$ cat src/rtl/cpu_mem_pkg.sv
// cpu_mem_pkg: shared types and constants for the CPU/host memory arbiter
package cpu_mem_pkg;
   typedef enum logic [1:0] {IDLE, ISSUE, RESP} arb_state_t;
   localparam logic REQ_CPU  = 1'b0;
   localparam logic REQ_HOST = 1'b1;
   localparam logic [1:0] BE_LO   = 2'b01;
   localparam logic [1:0] BE_HI   = 2'b10;
   localparam logic [1:0] BE_WORD = 2'b11;
   typedef struct packed {
      logic        we;
      logic        is_byte;
      logic [7:0]  addr;
      logic [15:0] wdata;
   } mem_req_t;
endpackage

$ cat src/rtl/arb_grant.sv
// arb_grant: host-priority grant with a CPU starvation counter
module arb_grant #(
   parameter int STARVE_LIMIT = 4
) (
   input  logic clk,
   input  logic rst,
   input  logic idle,
   input  logic cpu_valid,
   input  logic host_valid,
   output logic cpu_ready,
   output logic host_ready
);
   logic [3:0] starve_cnt;
   logic       host_win;
   logic       starved;
   // host wins unless the CPU is waiting and has lost STARVE_LIMIT times in a row
   always_comb begin
      starved    = 32'(starve_cnt) >= STARVE_LIMIT;
      host_win   = host_valid && !(cpu_valid && starved);
      host_ready = idle && host_win;
      cpu_ready  = idle && cpu_valid && !host_win;
   end
   // count consecutive arbitrations lost by a waiting CPU, saturating at the limit
   always_ff @(posedge clk or posedge rst)
      if (rst) starve_cnt <= '0;
      else if (cpu_ready) starve_cnt <= '0;
      else if (host_ready && cpu_valid && !starved) starve_cnt <= starve_cnt + 4'd1;
endmodule

$ cat src/rtl/mem_arbiter.sv
// mem_arbiter: shares the single-port 16-bit RAM between the CPU and the host loader
module mem_arbiter
   import cpu_mem_pkg::*;
#(
   parameter int MEMORY_SIZE  = 32,
   parameter int STARVE_LIMIT = 4,
   localparam int AW = $clog2(MEMORY_SIZE)
) (
   input  logic          clk,
   input  logic          rst,
   input  logic          cpu_req_valid,
   output logic          cpu_req_ready,
   input  logic          cpu_req_we,
   input  logic          cpu_req_byte,
   input  logic [7:0]    cpu_req_addr,
   input  logic [15:0]   cpu_req_wdata,
   output logic          cpu_rsp_valid,
   output logic [15:0]   cpu_rsp_data,
   output logic          cpu_rsp_err,
   input  logic          host_req_valid,
   output logic          host_req_ready,
   input  logic          host_req_we,
   input  logic          host_req_byte,
   input  logic [7:0]    host_req_addr,
   input  logic [15:0]   host_req_wdata,
   output logic          host_rsp_valid,
   output logic [15:0]   host_rsp_data,
   output logic          host_rsp_err,
   output logic          mem_en,
   output logic          mem_we,
   output logic [1:0]    mem_be,
   output logic [AW-1:0] mem_addr,
   output logic [15:0]   mem_wdata,
   input  logic [15:0]   mem_rdata
);
   arb_state_t  state, next;
   mem_req_t    in_req;
   logic [7:0]  in_word;
   logic [1:0]  in_be;
   logic [15:0] in_wdata;
   logic        in_oor, idle, take, resp;
   logic        id, rd_we, rd_byte, rd_hi, err;
   logic [15:0] rsp_data;
   arb_grant #(.STARVE_LIMIT(STARVE_LIMIT)) u_grant (
      .clk(clk), .rst(rst), .idle(idle),
      .cpu_valid(cpu_req_valid), .host_valid(host_req_valid),
      .cpu_ready(cpu_req_ready), .host_ready(host_req_ready)
   );
   // select the granted request and decode it to word index, lanes and write data
   always_comb begin
      in_req   = host_req_ready ? {host_req_we, host_req_byte, host_req_addr, host_req_wdata}
                                : {cpu_req_we, cpu_req_byte, cpu_req_addr, cpu_req_wdata};
      in_word  = in_req.is_byte ? {1'b0, in_req.addr[7:1]} : in_req.addr;
      in_oor   = 32'(in_word) >= MEMORY_SIZE;
      in_be    = in_req.is_byte ? (in_req.addr[0] ? BE_HI : BE_LO) : BE_WORD;
      in_wdata = in_req.is_byte ? {2{in_req.wdata[7:0]}} : in_req.wdata;
   end
   // next state: one cycle each in ISSUE and RESP; ready is held off during reset
   always_comb begin
      idle = state == IDLE && !rst;
      take = cpu_req_ready || host_req_ready;
      resp = state == RESP;
      next = state == IDLE ? (take ? ISSUE : IDLE) : state == ISSUE ? RESP : IDLE;
   end
   // state register
   always_ff @(posedge clk or posedge rst)
      if (rst) state <= IDLE;
      else state <= next;
   // RAM pins are loaded at the handshake so they are live only during ISSUE
   always_ff @(posedge clk or posedge rst)
      if (rst) begin
         mem_en    <= 1'b0;
         mem_we    <= 1'b0;
         mem_be    <= '0;
         mem_addr  <= '0;
         mem_wdata <= '0;
         id        <= REQ_CPU;
         rd_we     <= 1'b0;
         rd_byte   <= 1'b0;
         rd_hi     <= 1'b0;
         err       <= 1'b0;
      end else begin
         mem_en    <= take && !in_oor;
         mem_we    <= take && !in_oor && in_req.we;
         mem_be    <= take ? in_be : '0;
         mem_addr  <= take ? in_word[AW-1:0] : '0;
         mem_wdata <= take ? in_wdata : '0;
         if (take) begin
            id      <= host_req_ready;
            rd_we   <= in_req.we;
            rd_byte <= in_req.is_byte;
            rd_hi   <= in_req.addr[0];
            err     <= in_oor;
         end
      end
   // steer read data (lane-extracted for byte reads) to the requester that owns RESP
   always_comb begin
      rsp_data = (resp && !err && !rd_we)
               ? (rd_byte ? {8'h00, rd_hi ? mem_rdata[15:8] : mem_rdata[7:0]} : mem_rdata)
               : 16'h0000;
      cpu_rsp_valid  = resp && id == REQ_CPU;
      host_rsp_valid = resp && id == REQ_HOST;
      cpu_rsp_data   = cpu_rsp_valid ? rsp_data : 16'h0000;
      host_rsp_data  = host_rsp_valid ? rsp_data : 16'h0000;
      cpu_rsp_err    = cpu_rsp_valid && err;
      host_rsp_err   = host_rsp_valid && err;
   end
endmodule

$ cat config.mk
export PLATFORM = sky130hd
export DESIGN_NAME = mem_arbiter
export DESIGN_NICKNAME = d
export VERILOG_FILES = /design/src/rtl/cpu_mem_pkg.sv /design/src/rtl/arb_grant.sv /design/src/rtl/mem_arbiter.sv
export SDC_FILE = /design/constraint.sdc
export NUM_CORES = 1
export LEC_CHECK = 0
export ABC_AREA = 1
export BUFFER_PORTS_ARGS = -buffer_cell sky130_fd_sc_hd__buf_2
export CELL_PAD_IN_SITES_DETAIL_PLACEMENT = 0
export CELL_PAD_IN_SITES_GLOBAL_PLACEMENT = 1
export CORE_ASPECT_RATIO = 0.8
export CORE_MARGIN = 3
export CORE_UTILIZATION = 24
export CTS_BUF_LIST = sky130_fd_sc_hd__clkbuf_16
export DETAILED_ROUTE_END_ITERATION = 16
export GPL_TIMING_DRIVEN = 0
export PLACE_DENSITY_LB_ADDON = 0.1
export SETUP_SLACK_MARGIN = 0.5
export SKIP_LAST_GASP = 1
export SYNTH_ARGS = -nofsm -noshare
export SYNTH_HDL_FRONTEND = slang
export SYNTH_SLANG_ARGS = --single-unit
$ cat constraint.sdc
create_clock -name clk -period 1.8 [get_ports clk]
set_clock_uncertainty 0.15 [all_clocks]
set_input_delay 0 -clock clk [delete_from_list [all_inputs] [get_ports clk]]
set_output_delay 0 -clock clk [all_outputs]
set_load 0.02 [all_outputs]
== Yosys cells after proc, flatten, opt, wreduce, memory -nomap -nowiden ==
Index checks and enable logic that the tools add are counted.
Word-level totals
  flip-flop bits (word level): 36
  input port bits: 72
Operators by class
  add/subtract/negate cells: 1
  magnitude comparators: 2
  eq/ne operators: 2
  multiplexer cells: 18
  bitwise logic cells: 1
  reductions and logical operators: 26
Operator list (number)
  $mux W16: 6
  $mux W26: 1
  $logic_and A1 B1 Y1: 16
  $mux W8: 2
  $mux W2: 5
  $ge A8 B6 Y1 const B: 1
  $mux W4: 2
  $logic_not A1 Y1: 7
  $mux W5: 1
  $add A4 B1 Y4 const B: 1
  $ge A4 B3 Y1 const B: 1
  $eq A2 B1 Y1 const B: 1
  $eq A2 B2 Y1 const B: 1
  $logic_not A2 Y1: 1
  $reduce_bool A2 Y1: 1
  $logic_or A1 B1 Y1: 1
  $mux W1: 1
  $not A1 Y1: 1

== Logic depth before layout (Yosys ltp) ==
  depth in word-level cells: 11
  gate-level depth with buffers: 8

== Hierarchy ==
A second synthesis with hierarchy kept.
Second synthesis, totals
  cell total of the unflattened synthesis: 316
  area, all modules: 2220.9 um^2
Modules (own cells, without submodules)
  mem_arbiter: times used 1, cells an instance 290, area each 2003.2 um^2, sequential area each 800.8 um^2
  arb_grant: times used 1, cells an instance 26, area each 217.7 um^2, sequential area each 100.1 um^2

== Worst setup path after synthesis ==
No wires, ideal clock.
  kind: register to output
  start point: reg state[1]
  end point: out host_rsp_data[9]
  arrival time: 1.915 ns
  data required time: 1.650 ns
  path slack: -0.265 ns
  cell stages (with the launch flop): 8
  path buffers: 1
  path through: dfrtp_1 > inv_1 > nor2_1 > inv_1 > nor2_1 > clkinv_1 > buf_2 > nor3_1
Between the ends
  elaborated cells between the ends (all ways): 6
  classes of those cells: eq/ne: 1; mux: 2; reduce/logical: 3
RTL lines
  from (decl): RTL line mem_arbiter.sv:36  | arb_state_t state, next;
  from (signal assigned): RTL line mem_arbiter.sv:68  | else state <= next;
  $eq A2 B2 Y1: RTL line mem_arbiter.sv:62  | resp = state == RESP;
  $logic_and A1 B1 Y1: RTL line mem_arbiter.sv:102  | host_rsp_valid = resp && id == REQ_HOST;
  via host_rsp_valid: RTL line mem_arbiter.sv:26  | output logic host_rsp_valid,
  $mux W16: RTL line mem_arbiter.sv:104  | host_rsp_data = host_rsp_valid ? rsp_data : 16'h0000;
  to (decl): RTL line mem_arbiter.sv:27  | output logic [15:0] host_rsp_data,
The timed path passes the listed nets, and every way through them passes these cells.

== Worst setup path after layout ==
  start point: reg state[1]
  end point: reg mem_wdata[13]
Between the ends
  word-level cells in the longest chain between the ends: 6
  elaborated cells between the ends (all ways): 9
  classes of those cells: mux: 3; reduce/logical: 6
Ends and longest elaborated chain
  $logic_not A2 Y1 (*): RTL line mem_arbiter.sv:60  | idle = state == IDLE && !rst;
  $logic_and A1 B1 Y1 (*): RTL line mem_arbiter.sv:60
  $logic_and A1 B1 Y1 (on tied branches): RTL line arb_grant.sv:20, arb_grant.sv:21
  $mux W26 or $logic_and A1 B1 Y1 (tied branches): RTL line mem_arbiter.sv:51, arb_grant.sv:21
  $mux W16 or $logic_or A1 B1 Y1 (tied branches): RTL line mem_arbiter.sv:56, mem_arbiter.sv:61
  $mux W16 (*): RTL line mem_arbiter.sv:87  | mem_wdata <= take ? in_wdata : '0;
  to (signal assigned): RTL line mem_arbiter.sv:87
  to (decl): RTL line mem_arbiter.sv:33  | output logic [15:0] mem_wdata,
Mark *: on every way between the ends. The rest lies on a longest branch, timed or not.
A chain may end at the register's enable or synchronous reset.

==> flow_summary.rst <==
.. list-table::
   :header-rows: 1

   * - Metric
     - Value
   * - Launch point of the critical path
     - state[1]
   * - Pre-CTS setup slack
     - -0.1292 ns
   * - CP endpoint kind
     - flip-flop
   * - VDD IR max
     - 367.8 uV
   * - Clock tree root driver cell
     - clkbuf_16
   * - GP Congestion
     - 0.7534
   * - Final cycle utilization of the critical path
     - 101.5%
   * - Post-detailed-route wirelength per cell
     - 14.03 um
   * - Height of the die
     - 87.87 um
   * - Transition time at the pin with the least slew margin
     - 0.6561 ns
   * - Initial cell density of the core
     - 25.07%
   * - Vias per cell
     - 4.330
   * - Distinct cells, synth
     - 20
   * - PD cells
     - 591.9 nW/um^2
   * - Pin count of the biggest net entering global routing
     - 37
   * - CTS H-tree lvls
     - 2
   * - Signal arrival time at the worst endpoint
     - 1.85 ns
   * - Startpoint type of the worst setup path
     - flip-flop
   * - Maximum frequency from static timing analysis
     - 547.5 MHz
   * - Count of clock tree sinks
     - 36
   * - Wire length of the first global-routing pass
     - 13700 um
   * - IO buf count
     - 134
   * - Max_slew headroom
     - 56.21%
   * - Floorplan die width
     - 108.3 um
   * - Diodes inserted
     - 0
   * - Final number of setup-violating endpoints
     - 10
   * - Worst Setup Slack, final
     - -0.02658 ns
   * - Count of final hold-check violations
     - 0
   * - Initial antenna violation count
     - 0
   * - Violations in the final reports
     - negative setup slack
   * - Cell taking the most area after synthesis
     - dfrtp_1
   * - Maximum Capacitance Violations
     - 0
   * - Residual DRC count
     - 0
   * - Mean cell area of the mapped netlist
     - 6.747 um^2
   * - Post-Route WL
     - 8979 um
   * - Register clock-pin slew on the reported worst setup and hold paths
     - 0.06 ns
   * - Register-to-Register Setup Slack
     - -0.03 ns
   * - Total GRT Usage
     - 18.34%
   * - Syn Std Cell Area
     - 2011 um^2
   * - Flops & latches, synth
     - 36
   * - First-pass iteration count of the detailed router
     - 6
   * - Via count of the first global-routing pass
     - 2818
   * - Outcome
     - complete, but fails checks
   * - Vias after detailed routing
     - 2771
   * - Crit path max fanout
     - 7
   * - Clock period minus final worst setup slack
     - 1.827 ns
   * - Clock tree buffer depth
     - 2
   * - Layout Cell Area excl Fill
     - 5165 um^2
   * - Share of cells above drive strength 1
     - 59.21%
   * - Origin of the critical flop-to-flop path
     - state[1]
   * - Mapped Nets
     - 371
   * - Cells taking the most area after synthesis
     - dfrtp_1 (45%), nand2_1 (22%), nor2_1 (7.8%)
   * - DRT antenna net count
     - 0
   * - Std cell rows
     - 29
   * - Fraction of synthesized cell area taken by the top area cell type
     - 44.80%
   * - IO Pins
     - 135
   * - Core area
     - 8019 um^2
   * - Area growth from synthesis to final layout
     - 156.9%
   * - Placed instance area
     - 3196 um^2
   * - Unrepaired setup endpoints after global routing
     - true
   * - Clock buffer count from CTS
     - 5
   * - Total global routing overflow
     - 0
   * - CTS tree
     - done
   * - Required @ worst endpoint
     - 1.82 ns
   * - Count of routing violations after the opening detailed-route iteration
     - 66
   * - Worst hold start
     - cpu_req_byte
   * - Clock latency on the worst-skew pair
     - 0.27 ns
   * - Total leakage power
     - 2.657 nW
   * - Sequential element share of the synthesized area
     - 44.80%
   * - Number of max-slew violations in the final report
     - 0
   * - End-of-flow core utilization
     - 64.41%
   * - Instance count of the mapped netlist
     - 298
   * - Number of warning messages in the yosys log
     - 0
   * - Total Die Area
     - 9519 um^2
   * - Hold WC Path Type
     - in -> reg
   * - Detailed placer's ending HPWL
     - 5388 um
   * - Final net count
     - 604
   * - Worst Setup Path Type
     - reg -> reg
-- registers in the layout, summed over array words and instances, names as in the netlist --
| signal | flops |
|---|---|
| err | 1 |
| id | 1 |
| mem_we | 1 |
| mem_en | 1 |
| rd_we | 1 |
| rd_byte | 1 |
| mem_addr | 5 |
| state | 2 |
| mem_wdata | 16 |
| u_grant.starve_cnt | 4 |
| mem_be | 2 |
| rd_hi | 1 |
-- cells in the mapped netlist, drive strengths merged --
| cell type | instances |
|---|---|
| inv | 26 |
| ha | 1 |
| nor3 | 17 |
| clkinv | 3 |
| a21oi | 11 |
| clkbuf | 4 |
| nor2 | 43 |
| dfrtp | 36 |
| buf | 7 |
| nand3 | 10 |
| o21ai | 16 |
| nand2 | 121 |
| nand4 | 3 |
-- what timing repair did --
item	4_1_cts	5_1_grt
hold buffers	53	0
resized for setup	201	42
setup endpoints to repair	73	78
pin swaps	38	15
setup buffers	25	6
gates cloned	7	1
hold endpoints to repair	67	0
-- cell type report --
type	instances	area [um^2]
Fill cell	677	2854
Timing Repair Buffer	226	1969
Multi-Input combinational cell	222	1682
Sequential cell	36	900.9
Buffer	11	193.9
Inverter	29	147.6
Tap cell	108	135.1
Clock buffer	5	125.1
Clock inverter	3	11.26
-- per-layer routing --
metal  wire [um]  GRT usage (%)  vias up
li1            -              -     1395
met1        3812          23.28     1286
met2        4627          32.00       83
met3         490          4.200        7
met4          49          4.243        0
met5           0              0        -
-- path summary, 6_finish.rpt --
check / depth (start not counted) / to
min reg2reg: 2 / u_grant.starve_cnt[1]
max reg2reg: 9 / mem_wdata[13]
max: 9 / mem_wdata[13]
max in group asynchronous: 3 / rd_hi
min in group asynchronous: 3 / u_grant.starve_cnt[3]
min: 6 / err
-- critical path, cell delays in order, from the launching register on --
cell and delay (ns):
dfrtp_1 0.41, nor3_4 0.21, buf_4 0.14, buf_6 0.08, nand4_1 0.21, nand2_8 0.23, buf_16 0.14, nand3_2 0.06
nand2_1 0.06, nor2_1 0.03
-- where the power goes --
group / internal (mW) / switching [mW] / leakage (nW) / total (mW)
logic: 0.600 / 0.682 / 2.11 / 1.28
registers: 0.904 / 0.0586 / 0.475 / 0.962
clock network: 0.498 / 0.316 / 0.0738 / 0.813
total: 2.00 / 1.06 / 2.66 / 3.06
-- through the flow --
step                      setup TNS (ns)  power [mW]  hold slack [ns]  std cells
after floorplan                        0       1.443         -0.02581        298
after global placement            -2.581       1.690           0.1124        540
after detailed placement          -2.489       1.692          0.08227        540
after CTS                        -0.1365       2.960          0.01586        633
after global routing              -3.133       3.233          0.08990        640
final                            -0.1666       3.057          0.06772        640
-- cells by family (layout without fill, tap and decap cells) --
kind of cell	count (synthesis)	count (layout)	synth area share [%]
AO/OA/AOI/OAI	27	27	6.721
adder cells (fa/ha/maj)	1	1	0.6222
buffers and inverters	40	274	8.151
flip-flops	36	36	44.80
AND/OR/NAND/NOR	194	194	39.70
-- cells in the final DEF (no fill, tap or decap), types with 2 or more instances in the layout --
cell,n
buf_8,6
buf_2,97
nand2_1,73
dlygate4sd3_1,53
nor3_2,5
o21ai_1,6
nand2_2,19
nand4_1,3
nand2_8,2
o21ai_0,2
buf_16,5
inv_1,22
o21ai_4,2
inv_2,2
nor3_4,12
clkinv_4,3
buf_4,17
buf_6,46
nor2_2,2
nand2_4,27
nor2_1,18
buf_12,8
nand3_2,8
a21oi_2,9
a21oi_1,2
o21ai_2,6
dfrtp_1,36
clkbuf_16,9
nor2_4,23
nand3_4,2
(Power assumes the default switching activity.)
